File: src/rtl/pipelined_cla_addsub.sv
// rtl/pipelined_cla_addsub.sv - pipelined GROUP-bit carry-lookahead add/sub with valid/ready flow control
// Optional sum clamp on signed overflow: define PIPELINED_CLA_ADDSUB_SATURATE_EN.
module pipelined_cla_addsub #(
  parameter int WIDTH  = 20,
  parameter int GROUP  = 4,
  parameter int STAGES = 2
) (
  input  logic             clk,
  input  logic             rst,
  input  logic             in_valid,
  output logic             in_ready,
  input  logic             sub,
  input  logic [WIDTH-1:0] in0,
  input  logic [WIDTH-1:0] in1,
  input  logic             cin,
  output logic             out_valid,
  input  logic             out_ready,
  output logic [WIDTH-1:0] sum,
  output logic             cout,
  output logic             v
);

  localparam int NG  = WIDTH / GROUP;
  localparam int GPS = (NG + STAGES - 1) / STAGES;
  localparam int L   = STAGES - 1;

  typedef struct packed {
    logic [WIDTH-1:0] s;
    logic             c;
    logic             cm;
  } res_t;

  // Evaluates groups lo..hi-1 with full lookahead inside each group; cm is the carry into the MSB.
  function automatic res_t cla_span(input logic [WIDTH-1:0] a, input logic [WIDTH-1:0] b,
                                    input logic [WIDTH-1:0] s_prev, input logic c0,
                                    input logic cm0, input int lo, input int hi);
    res_t             r;
    logic [GROUP-1:0] gv;
    logic [GROUP-1:0] pv;
    logic [GROUP:0]   cy;
    logic             term;
    r.s  = s_prev;
    r.c  = c0;
    r.cm = cm0;
    gv   = '0;
    pv   = '0;
    cy   = '0;
    term = 1'b0;
    for (int g = 0; g < NG; g++) begin
      if (g >= lo && g < hi) begin
        gv    = a[g*GROUP +: GROUP] & b[g*GROUP +: GROUP];
        pv    = a[g*GROUP +: GROUP] ^ b[g*GROUP +: GROUP];
        cy    = '0;
        cy[0] = r.c;
        for (int i = 1; i <= GROUP; i++) begin
          term = r.c;
          for (int k = 0; k < i; k++) term = term & pv[k];
          cy[i] = term;
          for (int j = 0; j < i; j++) begin
            term = gv[j];
            for (int k = j + 1; k < i; k++) term = term & pv[k];
            cy[i] = cy[i] | term;
          end
        end
        r.s[g*GROUP +: GROUP] = pv ^ cy[GROUP-1:0];
        if (g == NG - 1) r.cm = cy[GROUP-1];
        r.c = cy[GROUP];
      end
    end
    return r;
  endfunction

  logic [WIDTH-1:0]  a_q [STAGES];
  logic [WIDTH-1:0]  b_q [STAGES];
  logic [WIDTH-1:0]  s_q [STAGES];
  logic [WIDTH-1:0]  a_d [STAGES];
  logic [WIDTH-1:0]  b_d [STAGES];
  logic [WIDTH-1:0]  s_d [STAGES];
  logic [STAGES-1:0] c_q, cm_q, c_d, cm_d;
  logic [STAGES-1:0] valid_q, ready, up_valid;

  for (genvar s = 0; s < STAGES; s++) begin : g_stage
    localparam int LO = s * GPS;
    localparam int HI = ((s + 1) * GPS > NG) ? NG : (s + 1) * GPS;
    logic [WIDTH-1:0] a_in, b_in, s_in;
    logic             c_in, cm_in;
    res_t             r;

    if (s == 0) begin : g_first
      assign a_in        = in0;
      assign b_in        = sub ? ~in1 : in1;
      assign c_in        = sub | cin;
      assign s_in        = '0;
      assign cm_in       = 1'b0;
      assign up_valid[s] = in_valid;
    end else begin : g_next
      assign a_in        = a_q[s-1];
      assign b_in        = b_q[s-1];
      assign c_in        = c_q[s-1];
      assign s_in        = s_q[s-1];
      assign cm_in       = cm_q[s-1];
      assign up_valid[s] = valid_q[s-1];
    end

    assign r       = cla_span(a_in, b_in, s_in, c_in, cm_in, LO, HI);
    assign a_d[s]  = a_in;
    assign b_d[s]  = b_in;
    assign c_d[s]  = r.c;
    assign cm_d[s] = r.cm;

    if (s == L) begin : g_last
      assign ready[s] = !valid_q[s] | out_ready;
`ifdef PIPELINED_CLA_ADDSUB_SATURATE_EN
      // Overflow direction follows the sign of in0: both operands share it when v=1.
      assign s_d[s] = (r.cm ^ r.c) ? (a_in[WIDTH-1] ? {1'b1, {(WIDTH-1){1'b0}}}
                                                    : {1'b0, {(WIDTH-1){1'b1}}})
                                   : r.s;
`else
      assign s_d[s] = r.s;
`endif
    end else begin : g_mid
      assign ready[s] = !valid_q[s] | ready[s+1];
      assign s_d[s]   = r.s;
    end
  end

  always_ff @(posedge clk) begin
    if (rst) begin
      valid_q <= '0;
      c_q     <= '0;
      cm_q    <= '0;
      for (int s = 0; s < STAGES; s++) begin
        a_q[s] <= '0;
        b_q[s] <= '0;
        s_q[s] <= '0;
      end
    end else begin
      for (int s = 0; s < STAGES; s++) begin
        if (ready[s]) valid_q[s] <= up_valid[s];
        if (ready[s] && up_valid[s]) begin
          a_q[s]  <= a_d[s];
          b_q[s]  <= b_d[s];
          s_q[s]  <= s_d[s];
          c_q[s]  <= c_d[s];
          cm_q[s] <= cm_d[s];
        end
      end
    end
  end

  assign in_ready  = !rst & ready[0];
  assign out_valid = valid_q[L];
  assign sum       = s_q[L];
  assign cout      = c_q[L];
  assign v         = cm_q[L] ^ c_q[L];

endmodule

File: config.mk
export PLATFORM = sky130hd
export DESIGN_NAME = pipelined_cla_addsub
export DESIGN_NICKNAME = d
export VERILOG_FILES = /design/src/rtl/pipelined_cla_addsub.sv
export SDC_FILE = /design/constraint.sdc
export NUM_CORES = 1
export LEC_CHECK = 0
export ABC_AREA = 0
export CAP_MARGIN = 20
export CORE_MARGIN = 1.5
export CORE_UTILIZATION = 38
export DETAILED_ROUTE_END_ITERATION = 10
export PLACE_DENSITY = 0.72
export SLEW_MARGIN = 20
export SYNTH_ARGS = -nofsm -noshare
export SYNTH_HDL_FRONTEND = slang
export SYNTH_SLANG_ARGS = --single-unit
File: constraint.sdc
create_clock -name clk -period 11.1 [get_ports clk]
set_input_delay 2.22 -clock clk [delete_from_list [all_inputs] [get_ports clk]]
set_output_delay 2.22 -clock clk [all_outputs]
set_load 0.1 [all_outputs]
==> flow_summary.json, run 1 <==
{
  "r2r_cells": 9,
  "place_ws_ns": 4.30,
  "die_h_um": 91.8,
  "required_ns": 8.88,
  "pin_count": 70,
  "antenna_found_initial": 0,
  "r2r-start": "b_q[0][12]$_SDFFCE_PN0P_",
  "stdcell_area_mm2": 0.00384,
  "drt-met1-wl_um": 2190,
  "ctsResizeCount": 0,
  "numCtsBuffers": 5,
  "fin_crit_sh": 0.609,
  "synth_top_cell_by_area": "edfxtp_1",
  "fin_worst_hold_slack_ns": 0.539,
  "rsz0062_at_grt": "false",
  "ir_worst_vdd_v": 0.0000541,
  "crit_path_start_kind": "input pin",
  "yosys_most_used_dff": "edfxtp_1",
  "antennaDiodeCount": 0,
  "r2r-end": "s_q[0][39]$_SDFFCE_PN0P_",
  "grt_overflow": 0,
  "grt_pass1_vias": 1965,
  "cts_setup_buffers": 0,
  "period_needed_ns": 6.76,
  "slew_headroom": 0.344,
  "num_vias": 1958,
  "status": "completed",
  "coreArea_mm2": 0.00769,
  "grt_first_pass_wirelength_um": 8420,
  "yosysMostFrequentCell": "edfxtp_1",
  "end_kind": "output pin",
  "drc": 0,
  "seq_area_frac_synth": 0.515,
  "finish.utilization": 0.500,
  "yosysUniqueCellTypes": 36,
  "route.met3.wl_um": 162,
  "yosys_warnings": 0,
  "finalWirelength_um": 5240,
  "hp-class": "flop to flop",
  "final_cells": 411,
  "cts-htree-levels": 2,
  "numPortBuffers": 69,
  "start_util": 0.389,
  "setup_ws_ns": 4.34,
  "cts.hold.buffers_added": 0,
  "area_delta_synth_final_pct": 28.2,
  "arrival_ns": 4.54,
  "track_usage": 0.129,
  "min_to": "valid_q[1]$_SDFFE_PP0P_",
  "synth_area_per_cell_um2": 12.4,
  "avgRoutedWirePerCell_um": 12.8,
  "grt_max_degree": 34,
  "clkLatencyLatePin_ns": 0.30,
  "async_flop_share": 0,
  "finalSetupViolCount": 0,
  "cts.sinks": 53,
  "p_per_area_mw_per_mm2": 136,
  "fillers": 715,
  "hold_depth": 2,
  "synth_top_area_frac": 0.481,
  "dieArea_mm2": 0.00842,
  "gp_congestion": 0.724,
  "vias_per_cell": 4.76,
  "p_leak_nw": 1.64,
  "place_hpwl_um": 3810,
  "hold_viol": 0,
  "cts-root-buf": "clkbuf_8",
  "total_power_mw": 0.522,
  "placed_cell_area_mm2": 0.00374,
  "postRouteAntennaNets": 0,
  "finalSetupTns_ns": 0,
  "drive_above_1_share": 0.0615,
  "clock_path_buffers": 2,
  "drv_slew": 0,
  "syn_inst": 241,
  "synthesis.nets": 317,
  "synth_area_mm2": 0.00299,
  "fin_skew_ns": 0.00289,
  "path_clk_slew_ns": 0.09,
  "r2r_slack_ns": 8.55,
  "nets": 384,
  "worstHoldStart": "valid_q[0]$_SDFFE_PP0N_",
  "cts_tree": "done",
  "synth_commonest_cells": "48 x edfxtp_1, 25 x ha_1, 21 x and3_1",
  "dr_wl_met2_um": 2810,
  "synth-edff-count": 48,
  "die_x_um": 91.8,
  "dp_cells": 402,
  "tightest_slew_ns": 0.981,
  "dr.pass1.iters": 4,
  "cap_violations": 0,
  "highest_layer": "met4",
  "fmaxAchievable_mhz": 148,
  "drtIter0Drc": 40,
  "crit_fanout": 33,
  "std_cell_rows": 32,
  "path_class": "input pin to output pin",
  "synth_area_leaders": "edfxtp_1 48%, ha_1 10%, xor2_1 5.0%",
  "synth-seq-cells": 53
}
==> worst max-delay path, stage by stage <==
cell and delay (ns):
clkdlybuf4s50_1 0.40, nand3b_2 0.61, nor2b_1 0.33, clkdlybuf4s50_1 0.97
==> state kept, by name, indices dropped and copies added (netlist names) <==
signal / count
a_q: 8
b_q: 8
c_q: 2
cm_q: 1
s_q: 32
valid_q: 2
==> metal layers <==
layer | GRT usage | vias to the layer above
met5 | 0 | -
met4 | 0.0423 | 0
met3 | 0.0224 | 7
met2 | 0.257 | 42
met1 | 0.135 | 911
li1 | - | 998
==> final cells by class <==
type                            count  area, um2  area share
Timing Repair Buffer               71        713       0.186
Clock buffer                        5       68.8      0.0179
Sequential cell                    53       1540       0.401
Clock inverter                      3       12.5     0.00326
Inverter                           14       52.6      0.0137
Multi-Input combinational cell    163       1320       0.345
Tap cell                          102        128      0.0332
==> cells in the final DEF, fill, tap and decap left out, types with 2 or more instances in the layout <==
cell / n
clkdlybuf4s50_1: 69
edfxtp_1: 48
ha_1: 25
and3_1: 21
nor2_1: 18
xor2_1: 17
inv_1: 14
o21a_1: 10
nor3_1: 9
xnor2_1: 9
a21oi_1: 7
or2_2: 5
a21o_1: 5
fa_1: 5
dfxtp_1: 5
clkbuf_8: 5
nand3_1: 4
nor3_2: 3
mux2i_1: 3
nor3b_1: 3
o22a_1: 2
nand3b_1: 2
o211a_1: 2
o21ai_0: 2
a211oi_1: 2
clkinv_1: 2
==> cell families after synthesis <==
family	after synthesis	synth area share
buffers and inverters	25	0.0430
multiplexers	3	0.0100
AND/OR/NAND/NOR	70	0.135
adder cells (fa/ha/maj)	30	0.138
flip-flops	53	0.515
XOR/XNOR	26	0.0761
AO/OA/AOI/OAI	34	0.0832
==> worst max path at each step <==
stage / from / endpoint / slack [ns] / cells after the start
CTS: out_ready / in_ready / 4.30 / 4
finish: out_ready / in_ready / 4.34 / 4
floorplan: out_ready / in_ready / 4.85 / 3
detailed placement: out_ready / in_ready / 4.30 / 4
global route: out_ready / in_ready / 4.18 / 4
global placement: out_ready / in_ready / 4.36 / 4
==> where the power goes <==
| part | internal [mW] | switching [mW] | leakage [nW] |
|---|---|---|---|
| combinational | 0.0628 | 0.110 | 1.04 |
| sequential | 0.241 | 0.00627 | 0.561 |
| clock | 0.0426 | 0.0597 | 0.0430 |
| total | 0.346 | 0.176 | 1.64 |
Note: power is estimated with default switching activity, not from simulation.
==> run 2: changes to the inputs <==
Clock period 11.1 ns to 6.5 ns, I/O delays scaled along.
==> flow_summary.json, run 2 (synthesized netlist as in run 1, its figures left out) <==
{
  "numCtsBuffers": 5,
  "antennaDiodeCount": 0,
  "mostFrequentLayoutCell": "clkdlybuf4s50_1",
  "path_clk_slew_ns": 0.09,
  "fillers": 709,
  "cts_setup_buffers": 0,
  "largest_reg_flops": 32,
  "finalSetupTns_ns": 0,
  "place_hpwl_um": 3920,
  "nets": 384,
  "cts_tree": "done",
  "fmaxAchievable_mhz": 203,
  "drv_slew": 0,
  "drtIter0Drc": 85,
  "required_ns": 6.63,
  "period_needed_ns": 4.92,
  "die_h_um": 91.8,
  "postRouteAntennaNets": 0,
  "cts-root-buf": "clkbuf_8",
  "fin_skew_ns": 0.00424,
  "cts.sinks": 53,
  "hold_viol": 0,
  "coreArea_mm2": 0.00769,
  "area_delta_synth_final_pct": 28.0,
  "cpMaxStageDelayCell": "clkdlybuf4s50_1",
  "tightest_slew_ns": 1.01,
  "finalWirelength_um": 5390,
  "grt_overflow": 0,
  "end_kind": "flop",
  "reg_top3": "s_q: 32 flops, a_q: 8 flops, b_q: 8 flops",
  "cts.hold.buffers_added": 0,
  "grt_pass1_vias": 1963,
  "cts-htree-levels": 2,
  "gp_congestion": 0.737,
  "grt_first_pass_wirelength_um": 8910,
  "drive_above_1_share": 0.0615,
  "avgRoutedWirePerCell_um": 13.1,
  "ctsResizeCount": 0,
  "p_leak_nw": 1.63,
  "cap_violations": 0,
  "p_per_area_mw_per_mm2": 233,
  "slew_headroom": 0.326,
  "std_cell_rows": 32,
  "start_util": 0.389,
  "crit_path_start_kind": "input pin",
  "dieArea_mm2": 0.00842,
  "cp_top_family": "compound AO/OA/AOI/OAI gates",
  "antenna_found_initial": 0,
  "crit_path_max_incr_delay_ns": 0.45,
  "numPortBuffers": 69,
  "setup_ws_ns": 1.58,
  "total_power_mw": 0.892,
  "drc": 0,
  "die_x_um": 91.8,
  "dr.pass1.iters": 4,
  "grt_max_degree": 34,
  "path_class": "input pin to flop",
  "path_cells": "clkdlybuf4s50_1 -> buf_4 -> xor2_1 -> ha_1 -> ha_1 -> o21a_1 -> o22a_1 -> a21o_1 -> ha_1 -> o21a_1 -> o22a_1 -> a21o_1 -> ha_1 -> o211a_1 -> o21ai_0 -> nor3b_1",
  "fin_crit_sh": 0.757,
  "rsz0062_at_grt": "false",
  "hp-class": "flop to flop",
  "clock_path_buffers": 2,
  "crit_buf_inv": 2,
  "num_vias": 1980,
  "clkLatencyLatePin_ns": 0.30,
  "arrival_ns": 5.06,
  "regMostFlops": "s_q",
  "layout_common_cells": "69 x clkdlybuf4s50_1, 48 x edfxtp_1, 25 x ha_1, 21 x and3_1, 18 x nor2_1",
  "finalSetupViolCount": 0,
  "crit_fanout": 21,
  "place_ws_ns": 1.27,
  "track_usage": 0.135,
  "vias_per_cell": 4.82,
  "pin_count": 70,
  "ir_worst_vdd_v": 0.000101,
  "status": "completed",
  "cp_common_cell": "ha_1"
}
==> run 2: metal layers <==
metal	GRT usage	vias to the layer above	routed length, um	share of wire
met5	0	-	0	0
met4	0.0462	0	80	0.015
met3	0.0216	6	193	0.036
met2	0.261	40	2950	0.55
met1	0.148	937	2170	0.40
li1	-	997	-	-
==> run 2: final timing paths <==
path                                          startpoint                  endpoint  slack (ns)  cells after the start
worst min register to register      cm_q[1]$_SDFFE_PP0P_      cm_q[1]$_SDFFE_PP0P_        0.54                      2
worst min-delay path                cm_q[1]$_SDFFE_PP0P_      cm_q[1]$_SDFFE_PP0P_        0.54                      2
worst max-delay path                                 sub  s_q[0][11]$_SDFFCE_PN0P_        1.58                     16
worst max register to register  b_q[0][12]$_SDFFCE_PN0P_  s_q[0][39]$_SDFFCE_PN0P_        3.90                      9
==> run 2: final cells by class <==
type                            count  area [um2]  share of cell area
Clock buffer                        8        80.1              0.0209
Inverter                           14        52.6              0.0137
Multi-Input combinational cell    163        1330               0.346
Sequential cell                    53        1540               0.402
Tap cell                          102         128              0.0333
Timing Repair Buffer               71         706               0.184
==> run 2: report_power, final <==
group	leakage, nW	switching, mW	internal, mW
combinational	1.03	0.188	0.106
clock	0.0395	0.0981	0.0768
sequential	0.561	0.0109	0.411
total	1.63	0.297	0.594
==> run 2: tightest hold or removal path, delay by kind of cell (launching register included) <==
family	cells	cell delay, ns
flip-flops	1	0.33
AO/OA/AOI/OAI	2	0.17
==> run 2: metrics by stage <==
step	hold WS (ns)	cell area, um2	utilization	cells
floorplan	0.490	2990	-	241
global placement	0.523	3750	0.488	403
detailed placement	0.529	3750	0.488	403
CTS	0.549	3830	0.498	411
global route	0.561	3830	0.499	411
finish	0.540	3830	0.499	411
